## config.mk

```make
export PLATFORM = sky130hd
export DESIGN_NAME = rx_byte_assembler
export DESIGN_NICKNAME = d
export VERILOG_FILES = /design/src/rtl/rx_byte_assembler.sv
export SDC_FILE = /design/constraint.sdc
export NUM_CORES = 1
export LEC_CHECK = 0
export ABC_CLOCK_PERIOD_IN_PS = 2000
export BUFFER_PORTS_ARGS = -buffer_cell sky130_fd_sc_hd__buf_2
export CAP_MARGIN = 25
export CORE_MARGIN = 1
export CORE_UTILIZATION = 45
export DETAILED_ROUTE_END_ITERATION = 6
export PLACE_DENSITY_LB_ADDON = 0.1
export SLEW_MARGIN = 30
export SYNTH_ARGS = -nofsm -noshare
export SYNTH_HDL_FRONTEND = slang
export SYNTH_SLANG_ARGS = --single-unit
```

## constraint.sdc

```tcl
create_clock -name clk -period 2 [get_ports clk]
set_input_delay 0.1 -clock clk [delete_from_list [all_inputs] [get_ports clk]]
set_output_delay 0.1 -clock clk [all_outputs]
set_load 0.01 [all_outputs]
```

## src/rtl/rx_byte_assembler.sv

```systemverilog
// rx_byte_assembler: removes USB stuffed bits from the decoded bit stream and packs the remaining
// data bits LSB-first into NBITS-wide bytes, with a sticky flag for bit-stuffing violations.
`default_nettype none

module rx_byte_assembler #(
  parameter int NBITS     = 8,
  parameter int STUFF_LEN = 6
) (
  input  logic             clk,
  input  logic             n_rst,
  input  logic             d_orig,
  input  logic             shift_enable,
  input  logic             eop,
  input  logic             clear,
  output logic [NBITS-1:0] rcv_data,
  output logic             byte_received,
  output logic             stuff_error
);

  localparam int BW = $clog2(NBITS + 1);
  localparam int OW = $clog2(STUFF_LEN + 1);
  localparam logic [BW-1:0] LAST_BIT = BW'(NBITS - 1);
  localparam logic [OW-1:0] ONES_MAX = OW'(STUFF_LEN);

  logic [NBITS-1:0] shreg;
  logic [BW-1:0]    bit_cnt;
  logic [OW-1:0]    ones_cnt;
  logic [NBITS-1:0] shifted;

  assign shifted = {d_orig, shreg[NBITS-1:1]};

  always_ff @(posedge clk or negedge n_rst) begin
    if (!n_rst) begin
      shreg         <= '0;
      bit_cnt       <= '0;
      ones_cnt      <= '0;
      rcv_data      <= '0;
      byte_received <= 1'b0;
      stuff_error   <= 1'b0;
    end else begin
      byte_received <= 1'b0;
      if (clear) begin
        shreg       <= '0;
        bit_cnt     <= '0;
        ones_cnt    <= '0;
        stuff_error <= 1'b0;
      end else if (eop) begin
        bit_cnt  <= '0;
        ones_cnt <= '0;
      end else if (shift_enable) begin
        if (ones_cnt == ONES_MAX) begin
          // Stuffed-bit slot: a 1 here means the transmitter broke the stuffing rule.
          ones_cnt <= '0;
          if (d_orig) begin
            stuff_error <= 1'b1;
          end
        end else begin
          shreg    <= shifted;
          ones_cnt <= d_orig ? ones_cnt + OW'(1) : '0;
          if (bit_cnt == LAST_BIT) begin
            rcv_data      <= shifted;
            byte_received <= 1'b1;
            bit_cnt       <= '0;
          end else begin
            bit_cnt <= bit_cnt + BW'(1);
          end
        end
      end
    end
  end

endmodule

`default_nettype wire

```

**Yosys cells after proc, flatten, opt, wreduce, memory -nomap -nowiden**

Cells that the tools add are included.
W data, S select, Z words.

- Register bits: 25
- Input port bits: 6
- Output and inout bits: 10
- Word-level logic and storage cells: 48

- $add $sub $neg: 2
- Equality and inequality tests: 5
- Multiplexer cells: 24
- Bitwise gates (word level): 3
- Reductions and logical operators: 8

Operators with widths:

| operator | count |
|---|---|
| $mux W8 | 4 |
| $mux W4 | 5 |
| $mux W3 | 5 |
| $mux W1 | 10 |
| $reduce_bool A2 Y1 | 3 |
| $reduce_and A5 Y1 | 1 |
| $add A4 B1 Y4 const B | 1 |
| $eq A4 B3 Y1 const B | 1 |
| $reduce_and A4 Y1 | 1 |
| $add A3 B1 Y3 const B | 1 |
| $eq A3 B3 Y1 const B | 1 |
| $ne A3 B3 Y1 const B | 1 |
| $not A1 Y1 | 3 |
| $reduce_and A3 Y1 | 1 |
| $reduce_bool A3 Y1 | 1 |
| $ne A2 B1 Y1 const B | 1 |
| $ne A2 B2 Y1 const B | 1 |
| $reduce_and A2 Y1 | 1 |

**Depth between registers and ports, before layout**

- Word-level depth: 6
- Mapped depth: 6
- Depth with buffers taken out: 5

**Worst setup path before layout**

Ideal clock, no wire load.

- Kind: register -> register
- Start point: register ones_cnt[0]
- End point: register rcv_data[0]
- Setup time: 0.125 ns
- Arrival: 1.767 ns
- Slack: 0.108 ns
- Cell stages (with the launch flop): 7
- Buffers on the path: 1
- Cell sequence: dfrtp_1 > inv_1 > ha_1 > a21bo_4 > or4_4 > buf_6 > mux2_4

- Cells in the longest elaborated chain, start to end: 3

Ends and longest elaborated chain:

| what | line | RTL |
|---|---|---|
| from (decl) | 27 | `logic [OW-1:0] ones_cnt;` |
| from (signal assigned) | 59 | `ones_cnt <= d_orig ? ones_cnt + OW'(1) : '0;` |
| $eq A3 B3 Y1 | 51 | `if (ones_cnt == ONES_MAX) begin` |
| $not A1 Y1 (no source line) | -- |  |
| $reduce_and A5 Y1 (no source line) | -- |  |
| to (signal assigned) | 61 | `rcv_data <= shifted;` |
| to (decl) | 15 | `output logic [NBITS-1:0] rcv_data,` |

No other way between the ends.
A chain may end at the register's enable or synchronous reset.

**Final worst setup path**

- Start point: register ones_cnt[0]
- End point: register rcv_data[1]

Same word-level chain as after synthesis.

==> impl_metrics.toml <==
[run_status]
run_status = "finished, final reports clean"

[cts]
cts_made_buffers = 3
cts_resized = 0
path_clk_slew_ns = 0.13
cts_tree = "yes"
root_buffer = "clkbuf_4"
ctsLongestPathBuffers = 2
insertion_delay_ns = 0.32
postCtsSetupBuffers = 0
clock-sinks = 24
h-tree-depth = 1

[sta]
fin_crit_ns = 1.903
max_freq_mhz = 525.4
worstMarginPinSlew_ns = 0.5356
slew_viol_final = 0
setup_viol = 0
slew_headroom_pct = 64.29
rsz0062_at_grt = "no"
finClkSkew_ns = 0.004902
tns_ns = 0
fin_crit_sh_pct = 95.17
hold_viol = 0

[drt]
first_pass_iters = 4
routed_via_density = 5.542
wl_met3_microns = 123
ant_nets = 0
via_count = 787
wirelength_microns = 2068
wl_met2_microns = 858
drtIter0Drc = 20
avgRoutedWirePerCell_microns = 14.56
route.detailed.drc = 0
topRoutingLayerUsed = "met4"
met1Wirelength_microns = 1074

[placement]
dp.cells = 137
hpwl_microns = 1443
portBuffers = 15
gp_congestion = 0.7334

[logic_synthesis]
synth_cell_types = 26
synth_top_family_by_area = "simple AND/OR/NAND/NOR gates"
synth_edf_count = 0
synth_xor_xnor_area_share_pct = 0
synth_compound_area_share_pct = 12.17
yosysWarningCount = 0
synthesis.nets = 107
synth.area.mux_share_pct = 11.50
synth_area_sq_mm = 0.001131
synth_seq_cells = 24
async_flop_share_pct = 100.0
synth_cells = 98
syn_avg_cell_area_sq_um = 11.54
synthFlopType = "dfrtp_1"
synth-simple-area-share_pct = 16.92
yosysSeqAreaShare_pct = 53.10
yosys.area_share.adder_pct = 3.319

[setup_path]
cp_max_fo = 9
worstPathRequired_ns = 2.22
crit_path_end_kind = "register"
worstPathArrival_ns = 2.12
start_kind = "register"
crit_type = "register to register"

[grt]
overflow = 0
grt_pass1_wl_microns = 3719
grt_max_degree = 25
track_usage_pct = 18.82
antenna_found_initial = 0
first_global_vias = 796

[power_and_ir_drop]
p_sw_mw = 0.1840
power.internal_mw = 0.7077
combPwrFrac_pct = 5.4
power.density_mw_per_mm2 = 695.9
p_leak_nw = 0.6413
peakVddDrop_v = 0.0008182
p_clk_share_pct = 39.4
switching_share_pct = 20.63
power_frac_seq_pct = 55.2

[floorplanning]
dieArea_sq_mm = 0.002718
start_util_pct = 49.24
die_x_microns = 52.14
core_area_sq_mm = 0.002297
io_pins = 16
die_y_microns = 52.14
num_rows = 17

[layout]
post-route-util_pct = 55.77
drive_gt1_share_pct = 25.44
syn2layout_area_growth_pct = 13.27
stdcell_count = 142
diodes = 0
fin_nets = 124

[min_path]
hold_class = "input port to register"

[job]
drv_cap = 0
-- final cells by class --
| class | instances | area [sq um] |
|---|---|---|
| Sequential cell | 24 | 600.6 |
| Clock inverter | 1 | 30.03 |
| Tap cell | 28 | 35.03 |
| Fill cell | 200 | 1016 |
| Clock buffer | 3 | 22.52 |
| Timing Repair Buffer | 16 | 85.08 |
| Multi-Input combinational cell | 67 | 496.7 |
| Inverter | 3 | 11.26 |
-- through the flow --
step	hold slack, ns	power (mW)	cell area [sq um]	worst slack, ns
after floorplan	-0.1956	0.5239	1131	0.1080
after global placement	0.1061	0.5483	1219	0.08437
after detailed placement	0.1101	0.5486	1219	0.05036
after CTS	0.02443	0.8997	1281	0.02763
after global routing	0.02197	0.9257	1281	0.03398
final	0.02775	0.8916	1281	0.09661
-- path summary, 6_finish.rpt --
| kind | to | cells after the start | slack (ns) | from |
|---|---|---|---|---|
| max in group asynchronous | shreg[7] | 2 | 1.37 | n_rst |
| max | rcv_data[1] | 5 | 0.1 | ones_cnt[0] |
| max reg2reg | rcv_data[1] | 5 | 0.1 | ones_cnt[0] |
| min reg2reg | stuff_error | 2 | 0.52 | stuff_error |
| min in group asynchronous | bit_cnt[3] | 2 | 0.27 | n_rst |
| min | ones_cnt[1] | 2 | 0.03 | eop |
-- layer usage --
metal | global-route usage [%] | up-vias
li1 | - | 388
met1 | 27.36 | 377
met2 | 26.28 | 20
met3 | 6.725 | 2
met4 | 4.825 | 0
met5 | 0 | -
-- Yosys cell counts, types with 3 or more instances --
cell type / count / share of area (%)
a21oi_1: 8 / 3.5
a31oi_1: 3 / 1.7
clkbuf_1: 3 / 1.0
dfrtp_1: 24 / 53
ha_1: 3 / 3.3
inv_1: 3 / 1.0
mux2_4: 8 / 11
nand2_1: 5 / 1.7
nand3_1: 9 / 4.0
nand4b_1: 4 / 3.1
nor2_1: 3 / 1.0
o21ai_0: 8 / 3.5
-- worst max-delay path, stage by stage, from the launching register on --
cell and delay (ns):
dfrtp_1 0.38, inv_1 0.06, ha_1 0.24, a21bo_4 0.25, or4_4 0.53, mux2_4 0.33
-- cells by family after synthesis --
group	count (synthesis)
AOI/OAI and AO/OA	23
adders and majority gates	3
muxes	9
buffers and inverters	7
DFF	24
and+or+nand+nor	32
-- registers in the layout (all words and copies together), names as in the netlist --
register,flops
bit_cnt,4
rcv_data,8
stuff_error,1
byte_received,1
ones_cnt,3
shreg,7
-- layout by cell type (no fill, tap or decap) --
master	synthesis	routed
dfrtp_1	24	24
mux2i_1	1	1
a21oi_1	8	8
nor2_1	3	3
a21bo_4	1	1
or4_1	1	1
nand3_1	9	9
mux2_4	8	8
buf_2	0	15
ha_1	3	3
dlygate4sd3_1	0	1
nor2b_1	2	2
nand3b_1	1	1
o21ai_0	8	8
inv_1	3	3
clkbuf_4	0	3
nand4bb_1	1	1
o211ai_1	1	1
nor3_1	2	2
or4_4	1	1
bufinv_16	0	1
and2b_1	1	1
a31oi_1	3	3
or2b_1	1	1
nand4b_1	4	4
a21boi_0	2	2
and2_1	1	1
nand2_1	5	5
-- power groups by stage --
stage,clock network [mW],logic [mW],registers [mW]
floorplan,0,0.0230,0.501
global placement,0,0.0467,0.502
detailed placement,0,0.0472,0.501
CTS,0.358,0.0488,0.492
global route,0.378,0.0542,0.493
finish,0.351,0.0478,0.492
-- what timing repair did --
action	in CTS	in global routing
hold endpoints to repair	24	0
hold buffers	1	0
endpoints found under the setup margin	0	8
No activity file was read; power rests on OpenSTA's default activity.
